`config.mk`:
```
export PLATFORM = sky130hd
export DESIGN_NAME = l1d_mshr_ctrl_flat
export DESIGN_NICKNAME = d
export VERILOG_FILES = /design/src/rtl/l1d_mshr_ctrl_if.sv /design/src/rtl/l1d_mshr_ctrl.sv /design/src/flat_wrapper.sv
export SDC_FILE = /design/constraint.sdc
export NUM_CORES = 1
export LEC_CHECK = 0
export ABC_AREA = 1
export ABC_CLOCK_PERIOD_IN_PS = 2500
export BUFFER_PORTS_ARGS = -buffer_cell sky130_fd_sc_hd__buf_2
export CAP_MARGIN = 20
export CORE_MARGIN = 1.5
export CORE_UTILIZATION = 58
export DETAILED_ROUTE_END_ITERATION = 8
export PLACE_DENSITY = 0.76
export SKIP_LAST_GASP = 1
export SLEW_MARGIN = 0
export SYNTH_ARGS = -nofsm -noshare
export SYNTH_HDL_FRONTEND = slang
export SYNTH_SLANG_ARGS = --single-unit
```
`constraint.sdc`:
```
create_clock -name clk_in -period 2.5 [get_ports clk_in]
set_input_delay 0.25 -clock clk_in [delete_from_list [all_inputs] [get_ports clk_in]]
set_output_delay 0.25 -clock clk_in [all_outputs]
set_load 0.1 [all_outputs]
```
`src/rtl/l1d_mshr_ctrl_if.sv`:
```
// rtl/l1d_mshr_ctrl_if.sv - miss, lower-cache request, fill and status signals of the L1D MSHR controller
//
// Purpose : bundles every handshake/bus signal of l1d_mshr_ctrl so the
//           controller and its environment connect through one port.
// Ports   : miss_*  - miss request from the L1D lookup (valid/ready, address,
//                     assigned entry index, secondary-miss flag)
//           lc_*    - line fetch request to the lower cache (valid/ready, address)
//           fill_*  - fill return from the lower cache (valid/ready, address)
//           free_*  - one-cycle pulse naming the entry a fill retired
//           full_out, err_out - status (no free entry, sticky unmatched fill)
// Modports: slave  - the MSHR controller
//           master - the L1D / lower cache side driving it
interface l1d_mshr_ctrl_if #(
  parameter int PADDR_BITS = 22,
  parameter int IDX_W      = 2
);
  logic                  miss_valid_in;
  logic                  miss_ready_out;
  logic [PADDR_BITS-1:0] miss_paddr_in;
  logic [IDX_W-1:0]      miss_idx_out;
  logic                  miss_merged_out;

  logic                  lc_valid_out;
  logic                  lc_ready_in;
  logic [PADDR_BITS-1:0] lc_addr_out;

  logic                  fill_valid_in;
  logic                  fill_ready_out;
  logic [PADDR_BITS-1:0] fill_addr_in;

  logic                  free_valid_out;
  logic [IDX_W-1:0]      free_idx_out;
  logic                  full_out;
  logic                  err_out;

  modport slave (
    input  miss_valid_in, miss_paddr_in, lc_ready_in, fill_valid_in, fill_addr_in,
    output miss_ready_out, miss_idx_out, miss_merged_out, lc_valid_out, lc_addr_out,
           fill_ready_out, free_valid_out, free_idx_out, full_out, err_out
  );

  modport master (
    output miss_valid_in, miss_paddr_in, lc_ready_in, fill_valid_in, fill_addr_in,
    input  miss_ready_out, miss_idx_out, miss_merged_out, lc_valid_out, lc_addr_out,
           fill_ready_out, free_valid_out, free_idx_out, full_out, err_out
  );
endinterface

```
`src/rtl/l1d_mshr_ctrl.sv`:
```
// rtl/l1d_mshr_ctrl.sv - L1D miss status holding register controller
//
// Purpose : tracks up to MSHR_COUNT outstanding line misses. Each entry is
//           FREE, PENDING (allocated, not yet requested) or ISSUED (request
//           accepted by the lower cache). New misses either allocate the
//           lowest FREE entry or, with merging enabled, attach to the entry
//           already tracking the same line. Fills retire ISSUED entries.
// Ports   : clk_in   - clock, all state changes on the rising edge
//           rst_N_in - asynchronous active-low reset
//           bus      - l1d_mshr_ctrl_if.slave (miss, lc, fill, free, status)
// Macro   : MSHR_MERGE_EN - when defined, a miss to a line already tracked is
//           accepted as a secondary miss; when undefined such a miss stalls
//           until the tracking entry is freed and miss_merged_out is 0.
module l1d_mshr_ctrl #(
  parameter int MSHR_COUNT = 4,
  parameter int PADDR_BITS = 22,
  parameter int B          = 64
) (
  input  logic             clk_in,
  input  logic             rst_N_in,
  l1d_mshr_ctrl_if.slave   bus
);
  localparam int OFF   = $clog2(B);
  localparam int IDX_W = $clog2(MSHR_COUNT);
  localparam int LW    = PADDR_BITS - OFF;

  typedef enum logic [1:0] {E_FREE, E_PENDING, E_ISSUED} ent_state_t;

  ent_state_t          st_q   [MSHR_COUNT];
  ent_state_t          st_d   [MSHR_COUNT];
  logic [LW-1:0]       line_q [MSHR_COUNT];
  logic [LW-1:0]       line_d [MSHR_COUNT];

  logic                  lc_valid_q, lc_valid_d;
  logic [PADDR_BITS-1:0] lc_addr_q,  lc_addr_d;
  logic [IDX_W-1:0]      lc_idx_q,   lc_idx_d;
  logic                  free_valid_q, free_valid_d;
  logic [IDX_W-1:0]      free_idx_q,   free_idx_d;
  logic                  err_q, err_d;

  logic [LW-1:0]         miss_line, fill_line;
  logic [MSHR_COUNT-1:0] hit_vec, free_vec, fill_vec, pend_vec, issue_vec;
  logic [IDX_W-1:0]      hit_idx, alloc_idx, fill_idx, issue_idx;
  logic                  hit_any, free_any, fill_hit, issue_any, same_line;
  logic                  miss_ready, miss_fire, fill_fire, lc_fire;

  // Offset bits never take part in line matching.
  logic unused_offsets;
  assign unused_offsets = ^{bus.miss_paddr_in[OFF-1:0], bus.fill_addr_in[OFF-1:0]};

  function automatic logic [IDX_W-1:0] lowest(input logic [MSHR_COUNT-1:0] vec);
    lowest = '0;
    for (int i = MSHR_COUNT - 1; i >= 0; i--) begin
      if (vec[i]) lowest = IDX_W'(i);
    end
  endfunction

  assign miss_line = bus.miss_paddr_in[PADDR_BITS-1:OFF];
  assign fill_line = bus.fill_addr_in[PADDR_BITS-1:OFF];

  // All lookups use registered state only, so an entry freed this cycle
  // cannot be reallocated until the next one.
  always_comb begin
    hit_vec  = '0;
    free_vec = '0;
    fill_vec = '0;
    pend_vec = '0;
    for (int i = 0; i < MSHR_COUNT; i++) begin
      hit_vec[i]  = (st_q[i] != E_FREE) && (line_q[i] == miss_line);
      free_vec[i] = (st_q[i] == E_FREE);
      fill_vec[i] = (st_q[i] == E_ISSUED) && (line_q[i] == fill_line);
      pend_vec[i] = (st_q[i] == E_PENDING);
    end
  end

  // The entry currently on the lc port is still PENDING; exclude it so a
  // transfer can immediately chain to the next pending entry.
  assign issue_vec = lc_valid_q ? (pend_vec & ~(MSHR_COUNT'(1) << lc_idx_q)) : pend_vec;

  assign hit_any   = |hit_vec;
  assign free_any  = |free_vec;
  assign fill_hit  = |fill_vec;
  assign issue_any = |issue_vec;
  assign hit_idx   = lowest(hit_vec);
  assign alloc_idx = lowest(free_vec);
  assign fill_idx  = lowest(fill_vec);
  assign issue_idx = lowest(issue_vec);

  // A fill to the same line takes priority; the miss retries next cycle and
  // then sees the entry already freed.
  assign same_line = bus.fill_valid_in && (fill_line == miss_line);

`ifdef MSHR_MERGE_EN
  assign miss_ready          = !same_line && (hit_any || free_any);
  assign bus.miss_merged_out = hit_any;
`else
  assign miss_ready          = !same_line && !hit_any && free_any;
  assign bus.miss_merged_out = 1'b0;
`endif

  assign miss_fire = bus.miss_valid_in && miss_ready;
  assign fill_fire = bus.fill_valid_in;
  assign lc_fire   = lc_valid_q && bus.lc_ready_in;

  // Allocation touches a FREE entry, the fill an ISSUED one and the issue a
  // PENDING one, so the three updates never collide on the same entry.
  always_comb begin
    st_d         = st_q;
    line_d       = line_q;
    lc_valid_d   = lc_valid_q;
    lc_addr_d    = lc_addr_q;
    lc_idx_d     = lc_idx_q;
    free_valid_d = 1'b0;
    free_idx_d   = free_idx_q;
    err_d        = err_q;

    if (miss_fire && !hit_any) begin
      st_d[alloc_idx]   = E_PENDING;
      line_d[alloc_idx] = miss_line;
    end

    if (fill_fire && fill_hit) begin
      st_d[fill_idx] = E_FREE;
      free_valid_d   = 1'b1;
      free_idx_d     = fill_idx;
    end else if (fill_fire) begin
      err_d = 1'b1;
    end

    if (lc_fire) st_d[lc_idx_q] = E_ISSUED;

    if (!lc_valid_q || lc_fire) begin
      if (issue_any) begin
        lc_valid_d = 1'b1;
        lc_addr_d  = {line_q[issue_idx], {OFF{1'b0}}};
        lc_idx_d   = issue_idx;
      end else begin
        lc_valid_d = 1'b0;
      end
    end
  end

  always_ff @(posedge clk_in or negedge rst_N_in) begin
    if (!rst_N_in) begin
      for (int i = 0; i < MSHR_COUNT; i++) begin
        st_q[i]   <= E_FREE;
        line_q[i] <= '0;
      end
      lc_valid_q   <= 1'b0;
      lc_addr_q    <= '0;
      lc_idx_q     <= '0;
      free_valid_q <= 1'b0;
      free_idx_q   <= '0;
      err_q        <= 1'b0;
    end else begin
      for (int i = 0; i < MSHR_COUNT; i++) begin
        st_q[i]   <= st_d[i];
        line_q[i] <= line_d[i];
      end
      lc_valid_q   <= lc_valid_d;
      lc_addr_q    <= lc_addr_d;
      lc_idx_q     <= lc_idx_d;
      free_valid_q <= free_valid_d;
      free_idx_q   <= free_idx_d;
      err_q        <= err_d;
    end
  end

  assign bus.miss_ready_out = miss_ready;
  assign bus.miss_idx_out   = hit_any ? hit_idx : alloc_idx;
  assign bus.lc_valid_out   = lc_valid_q;
  assign bus.lc_addr_out    = lc_addr_q;
  assign bus.fill_ready_out = 1'b1;
  assign bus.free_valid_out = free_valid_q;
  assign bus.free_idx_out   = free_idx_q;
  assign bus.full_out       = !free_any;
  assign bus.err_out        = err_q;
endmodule

```
`src/flat_wrapper.sv`:
```
// flat-port wrapper written by rule: the top's interface ports become plain ports
module l1d_mshr_ctrl_flat 
#(
  parameter int MSHR_COUNT = 4,
  parameter int PADDR_BITS = 22,
  parameter int B          = 64
)
  (clk_in, rst_N_in, bus_miss_valid_in, bus_miss_paddr_in, bus_lc_ready_in, bus_fill_valid_in, bus_fill_addr_in, bus_miss_ready_out, bus_miss_idx_out, bus_miss_merged_out, bus_lc_valid_out, bus_lc_addr_out, bus_fill_ready_out, bus_free_valid_out, bus_free_idx_out, bus_full_out, bus_err_out);
  l1d_mshr_ctrl_if #(.PADDR_BITS(PADDR_BITS), .IDX_W(2)) bus_i ();
  input  logic clk_in;
  input  logic rst_N_in;
  input wire logic [$bits(bus_i.miss_valid_in)-1:0] bus_miss_valid_in;
  input wire logic [$bits(bus_i.miss_paddr_in)-1:0] bus_miss_paddr_in;
  input wire logic [$bits(bus_i.lc_ready_in)-1:0] bus_lc_ready_in;
  input wire logic [$bits(bus_i.fill_valid_in)-1:0] bus_fill_valid_in;
  input wire logic [$bits(bus_i.fill_addr_in)-1:0] bus_fill_addr_in;
  output wire logic [$bits(bus_i.miss_ready_out)-1:0] bus_miss_ready_out;
  output wire logic [$bits(bus_i.miss_idx_out)-1:0] bus_miss_idx_out;
  output wire logic [$bits(bus_i.miss_merged_out)-1:0] bus_miss_merged_out;
  output wire logic [$bits(bus_i.lc_valid_out)-1:0] bus_lc_valid_out;
  output wire logic [$bits(bus_i.lc_addr_out)-1:0] bus_lc_addr_out;
  output wire logic [$bits(bus_i.fill_ready_out)-1:0] bus_fill_ready_out;
  output wire logic [$bits(bus_i.free_valid_out)-1:0] bus_free_valid_out;
  output wire logic [$bits(bus_i.free_idx_out)-1:0] bus_free_idx_out;
  output wire logic [$bits(bus_i.full_out)-1:0] bus_full_out;
  output wire logic [$bits(bus_i.err_out)-1:0] bus_err_out;
  assign bus_i.miss_valid_in = bus_miss_valid_in;
  assign bus_i.miss_paddr_in = bus_miss_paddr_in;
  assign bus_i.lc_ready_in = bus_lc_ready_in;
  assign bus_i.fill_valid_in = bus_fill_valid_in;
  assign bus_i.fill_addr_in = bus_fill_addr_in;
  assign bus_miss_ready_out = bus_i.miss_ready_out;
  assign bus_miss_idx_out = bus_i.miss_idx_out;
  assign bus_miss_merged_out = bus_i.miss_merged_out;
  assign bus_lc_valid_out = bus_i.lc_valid_out;
  assign bus_lc_addr_out = bus_i.lc_addr_out;
  assign bus_fill_ready_out = bus_i.fill_ready_out;
  assign bus_free_valid_out = bus_i.free_valid_out;
  assign bus_free_idx_out = bus_i.free_idx_out;
  assign bus_full_out = bus_i.full_out;
  assign bus_err_out = bus_i.err_out;
  l1d_mshr_ctrl #(.MSHR_COUNT(MSHR_COUNT), .PADDR_BITS(PADDR_BITS), .B(B)) u_core (.clk_in(clk_in), .rst_N_in(rst_N_in), .bus(bus_i));
endmodule
```
[Word-level counts from Yosys, hierarchy flattened]
Index checks and enable logic that the tools add are counted.
Cells by class
  $lt $le $gt $ge: 7
  eq/ne operators: 17
  muxes and demuxes: 35
  reductions and logical operators: 37
  shifts and indexed selects: 1
  bitwise gates (word level): 15
Operators by type and width (count)
  $eq A16 B16 Y1: 9
  $bwmux W64: 1
  $mux W16: 3
  $mux W2: 20
  $bmux W16 S2: 1
  $demux W16 S2: 1
  $mux W8: 3
  $logic_and A1 B1 Y1: 18
  $reduce_or A4 Y1: 4
  $and A4 B4 Y4: 3
  $demux W2 S2: 3
  $ge A3 B3 Y1 const B: 4
  $not A2 Y3: 4
  $not A4 Y4: 3
  $lt A3 B1 Y1 const B: 3
  $and A8 B8 Y8: 1
  $eq A2 B1 Y1 const B: 4
  $eq A2 B2 Y1 const B: 4
  $logic_not A2 Y1: 4
  $not A8 Y8: 1
  $or A4 B4 Y4: 2
  $reduce_bool A2 Y1: 4
  $logic_not A1 Y1: 4
  $mux W4: 1
  other kinds (5): 7
Word-level totals
  flip-flop bits (word level): 95

[Logic depth before layout (Yosys ltp)]
  depth after elaboration: 17
  depth in mapped cells: 15

[Least setup slack after synthesis]
No wires, ideal clock.
  kind: flip-flop to output port
  start point: register u_core.st_q[7] (netlist bit)
  end point: output port bus_miss_ready_out
  data arrival time: 3.342 ns
  buffers on the path: 0
  stages on the path, launching flop included: 8
  path slack: -1.092 ns
  required time: 2.250 ns
  path through: dfrtp_1 nor2_1 nor2_1 inv_1 nor2_1 inv_1 nand2_1 nor3_1
On the way
  word-level cells in the longest chain between the ends: 6
RTL lines
  from (decl): line l1d_mshr_ctrl.sv:29  | ent_state_t st_q [MSHR_COUNT];
  from (signal, indexed assignment): line l1d_mshr_ctrl.sv:157  | st_q[i] <= st_d[i];
  $reduce_bool A2 Y1: line l1d_mshr_ctrl.sv:69  | hit_vec[i] = (st_q[i] != E_FREE) && (line_q[i] == miss_line);
  $logic_and A1 B1 Y1: line l1d_mshr_ctrl.sv:69
  $reduce_or A4 Y1: line l1d_mshr_ctrl.sv:80  | assign hit_any = |hit_vec;
  $logic_not A1 Y1: line l1d_mshr_ctrl.sv:97  | assign miss_ready = !same_line && !hit_any && free_any;
  $logic_and A1 B1 Y1: line l1d_mshr_ctrl.sv:97
  $logic_and A1 B1 Y1 (*): line l1d_mshr_ctrl.sv:97
  to (decl): line flat_wrapper.sv:17  | output wire logic [$bits(bus_i.miss_ready_out)-1:0] bus_miss_ready_out;
Every way passes the cells marked *; elsewhere a longest branch is shown, timed or not.

[Worst setup path in the final report]
  start point: register u_core.st_q[7] (netlist bit)
  end point: output port bus_miss_idx_out[0]
On the way
  word-level cells in the longest chain between the ends: 4
RTL lines
  $reduce_bool A2 Y1: line l1d_mshr_ctrl.sv:69
  $logic_and A1 B1 Y1: line l1d_mshr_ctrl.sv:69
  $reduce_or A4 Y1 / $mux W2 (equally long branches): line l1d_mshr_ctrl.sv:80, l1d_mshr_ctrl.sv:54
  $mux W2 (*): line l1d_mshr_ctrl.sv:170  | assign bus.miss_idx_out = hit_any ? hit_idx : alloc_idx;
  to (decl): line flat_wrapper.sv:18  | output wire logic [$bits(bus_i.miss_idx_out)-1:0] bus_miss_idx_out;
Marks and branches as above.

==> flow_summary.toml <==
[run_status]
status = "complete, no violations"

[floorplan]
core_area_um2 = 12600
rows = 41
initial_core_util_pct = 59.2
die_area_um2 = 13500
ioPinCount = 82
dieWidth_um = 116
die_h_um = 116

[power_and_ir_drop]
power_frac_comb_pct = 59.3
vdd_drop_max_mv = 1.25
power.internal_mw = 4.75
p_total_mw = 11.1
p_sw_share_pct = 57.1
clkPwrFrac_pct = 13.2
p_seq_share_pct = 27.5
p_leak_nw = 4.46
switchingPower_mw = 6.32
p_per_area_nw_per_um2 = 1370

[setup_path]
r2r_end = "u_core.line_q[15]"
critPathArrivalTime_ns = 2.18
end_kind = "primary output"
rr_startpoint = "u_core.st_q[7]"
path_cells = "nor2_1 -> nor2_1 -> nand3_1 -> nor2_1 -> nand3_2 -> nand2_4 -> nor2_8 -> nand2_1 -> nand2_1 -> buf_4"
endpoint = "bus_miss_idx_out[0]"
worst_path_most_repeated_cell = "nor2_1"
r2r_slack_ns = 0.18
cp-startpoint = "u_core.st_q[7]"
crit_family = "simple AND/OR/NAND/NOR gates"
cp.depth = 10
cp.required_ns = 2.25
crit_buf_inv = 1
crit_path_max_incr_delay_ns = 0.41
reg2reg_depth = 11
crit_slowest_cell = "dfrtp_1"
crit_type = "reg2out"
worst_setup_path_start_kind = "flip-flop"
cp_max_fo = 6

[clocking]
clock-root-buffer = "clkbuf_16"
cts-buffers-inserted = 9
cts_sinks = 95
cts_tree = "built"
clockBufferDepth = 2
cts_setup_buffers = 0
htree_levels = 3
path_clk_slew_ns = 0.07
clk_latency_ns = 0.36

[timing]
worst_slew_pin_slew_ns = 0.632
fmax_ghz = 0.411
finalClockSkew_ns = 0.0124
fin_crit_ns = 2.43
fin_crit_sh_pct = 97.4
setup_slack_ns = 0.0658
rsz0062_at_grt = "yes"
slew_headroom_pct = 57.8
maxSlewViolCount = 0
setup_viol = 0
hold_viol = 0

[final_layout]
antenna_cells = 0
fillers = 1212
drive_gt1_share_pct = 11.8
syn2layout_area_growth_pct = 8.77
nets = 1286

[drt]
drt_pass1_iterations = 6
drt_iter0_drc = 980
via_per_inst = 5.66
drc = 0
drtAntennaViolNets = 0
routedWlPerCell_um = 19.2
wl_mm = 27.1
vias = 8008

[synthesis]
ys_types = 41
synth_top_cell_by_area = "dfrtp_1"
yosysSeqAreaShare_pct = 32.0
syn-mean-instance-area_um2 = 6.22
synth_area_leaders = "dfrtp_1, nand2_1, nor2_1"
syn-instance-count = 1196
ys.warnings.count = 0
netlist.area_leader.share_pct = 32.0
ys_ff_latch = 95
synth_area_um2 = 7440

[grt]
grt_use_total_pct = 41.5
overflow = 0
grt_pass1_wl_mm = 40.2
grt_max_degree = 54
antenna_found_initial = 0
grt_pass1_vias = 7041

[hold_path]
hp-class = "in2reg"

[place]
dp_hpwl_mm = 20.8
io_buffer_count = 61
gp_congestion = 1.05
pre_cts_slack_ns = 0.243

[flow_run]
drv_cap = 0
[worst reg2reg max path: stages (launching register included)]
cell     delay (ns)
dfrtp_1        0.41
nor2_1         0.38
nor2_1         0.10
nand3_1        0.10
nor2_1         0.06
nand3_2        0.08
nand2_4        0.08
nor2_8         0.18
nand3_4        0.22
nor2_8         0.44
nand2_1        0.12
nand2_1        0.07
[state kept, by name, summed over array words and instances, names as in the netlist]
signal,cells
u_core.bus.err_out,1
u_core.bus.free_idx_out,2
u_core.bus.free_valid_out,1
u_core.bus.lc_addr_out,16
u_core.bus.lc_valid_out,1
u_core.lc_idx_q,2
u_core.line_q,64
u_core.st_q,8
[cell families (layout without fill, tap and decap cells)]
family | count (synthesis) | in the layout | share of synthesized area, %
AOI/OAI and AO/OA | 123 | 123 | 8.71
xor gates and xnor gates | 28 | 28 | 3.30
buffers and inverters | 192 | 232 | 12.5
DFF | 95 | 95 | 32.0
other | 2 | 8 | 0.101
and+or+nand+nor | 756 | 756 | 43.4
[cell type report]
cell class / instances / area (um^2) / share of cell area, %
tap: 172 / 215 / 2.66
clock buffer: 10 / 239 / 2.95
multi-input combinational: 915 / 4170 / 51.6
timing repair buffer: 77 / 488 / 6.03
inverter: 139 / 533 / 6.59
clock inverter: 6 / 66.3 / 0.820
sequential: 95 / 2380 / 29.4
[synth_stat cells]
library cell,count
nand3b_1,7
nand2_4,2
o21ai_0,53
xnor2_1,20
buf_12,1
nand2_1,500
nor4_1,1
nor2_1,135
clkbuf_1,7
inv_1,127
conb_1,2
o21ai_1,8
inv_2,6
and3_1,2
nand2_2,19
buf_2,14
nand4_2,4
nand4_1,29
xor2_1,8
a21oi_1,41
o21bai_1,2
nor3b_1,2
nand3_1,32
o211ai_1,1
dfrtp_1,95
or2_2,2
clkbuf_2,1
a211oi_1,1
nand3_4,1
buf_6,15
a31oi_1,16
nand2b_1,1
nor3_1,9
clkinv_2,3
inv_4,3
buf_4,13
nor2_8,5
a21boi_0,1
nand3_2,4
nor2_2,1
buf_1,2
[power by group through the flow]
stage	clock network, mW	registers (mW)	logic (mW)
global route	1.52	3.11	7.12
floorplan	0	3.79	3.78
CTS	1.45	2.99	6.40
finish	1.46	3.05	6.57
global placement	0	3.00	6.30
detailed placement	0	3.02	6.37
[worst min-delay path by stage]
stage / start / to / slack [ns] / depth (start not counted)
floorplan: rst_N_in / u_core.bus.err_out / -0.05 / 0
global placement: rst_N_in / u_core.bus.lc_addr_out[14] / 0.30 / 1
detailed placement: rst_N_in / u_core.bus.lc_addr_out[14] / 0.30 / 1
CTS: bus_lc_ready_in / u_core.bus.lc_valid_out / 0.11 / 2
global route: bus_lc_ready_in / u_core.bus.lc_valid_out / 0.12 / 2
finish: bus_lc_ready_in / u_core.bus.lc_valid_out / 0.11 / 2
[stage by stage]
step | instance area [um^2] | util [%] | cells | hold slack (ns) | TNS (ns)
floorplan | 7470 | - | 1202 | -0.0456 | -0.0437
global placement | 7770 | 61.8 | 1397 | 0.302 | 0
detailed placement | 7770 | 61.8 | 1397 | 0.299 | 0
CTS | 8080 | 64.3 | 1414 | 0.108 | 0
global route | 8090 | 64.4 | 1414 | 0.118 | -0.0270
finish | 8090 | 64.4 | 1414 | 0.109 | 0
[repair_timing]
item                                    4_1_cts  5_1_grt
hold endpoints to repair                     47        0
gates resized for setup                       1        2
hold buffers                                  1        0
gates cloned                                  0        0
endpoints found under the setup margin        1        2
[metal layers]
| metal | up-vias | part of all wire, % | global-route usage [%] |
|---|---|---|---|
| met1 | 3664 | 41 | 58.7 |
| met5 | - | 0 | 3.33 |
| met3 | 72 | 14 | 12.2 |
| met4 | 0 | 3.7 | 16.9 |
| met2 | 489 | 41 | 58.9 |
| li1 | 3783 | - | - |
[cell usage in the layout, fill, tap and decap left out, types with 16 or more instances in the layout]
cell type,count
inv_1,127
o21ai_0,53
buf_2,57
nand3_1,32
a21oi_1,40
nand2_2,20
a31oi_1,16
nor2_1,133
xnor2_1,20
nand2_1,499
dfrtp_1,95
nand4_1,29
Note: power is estimated with default switching activity, not from simulation.
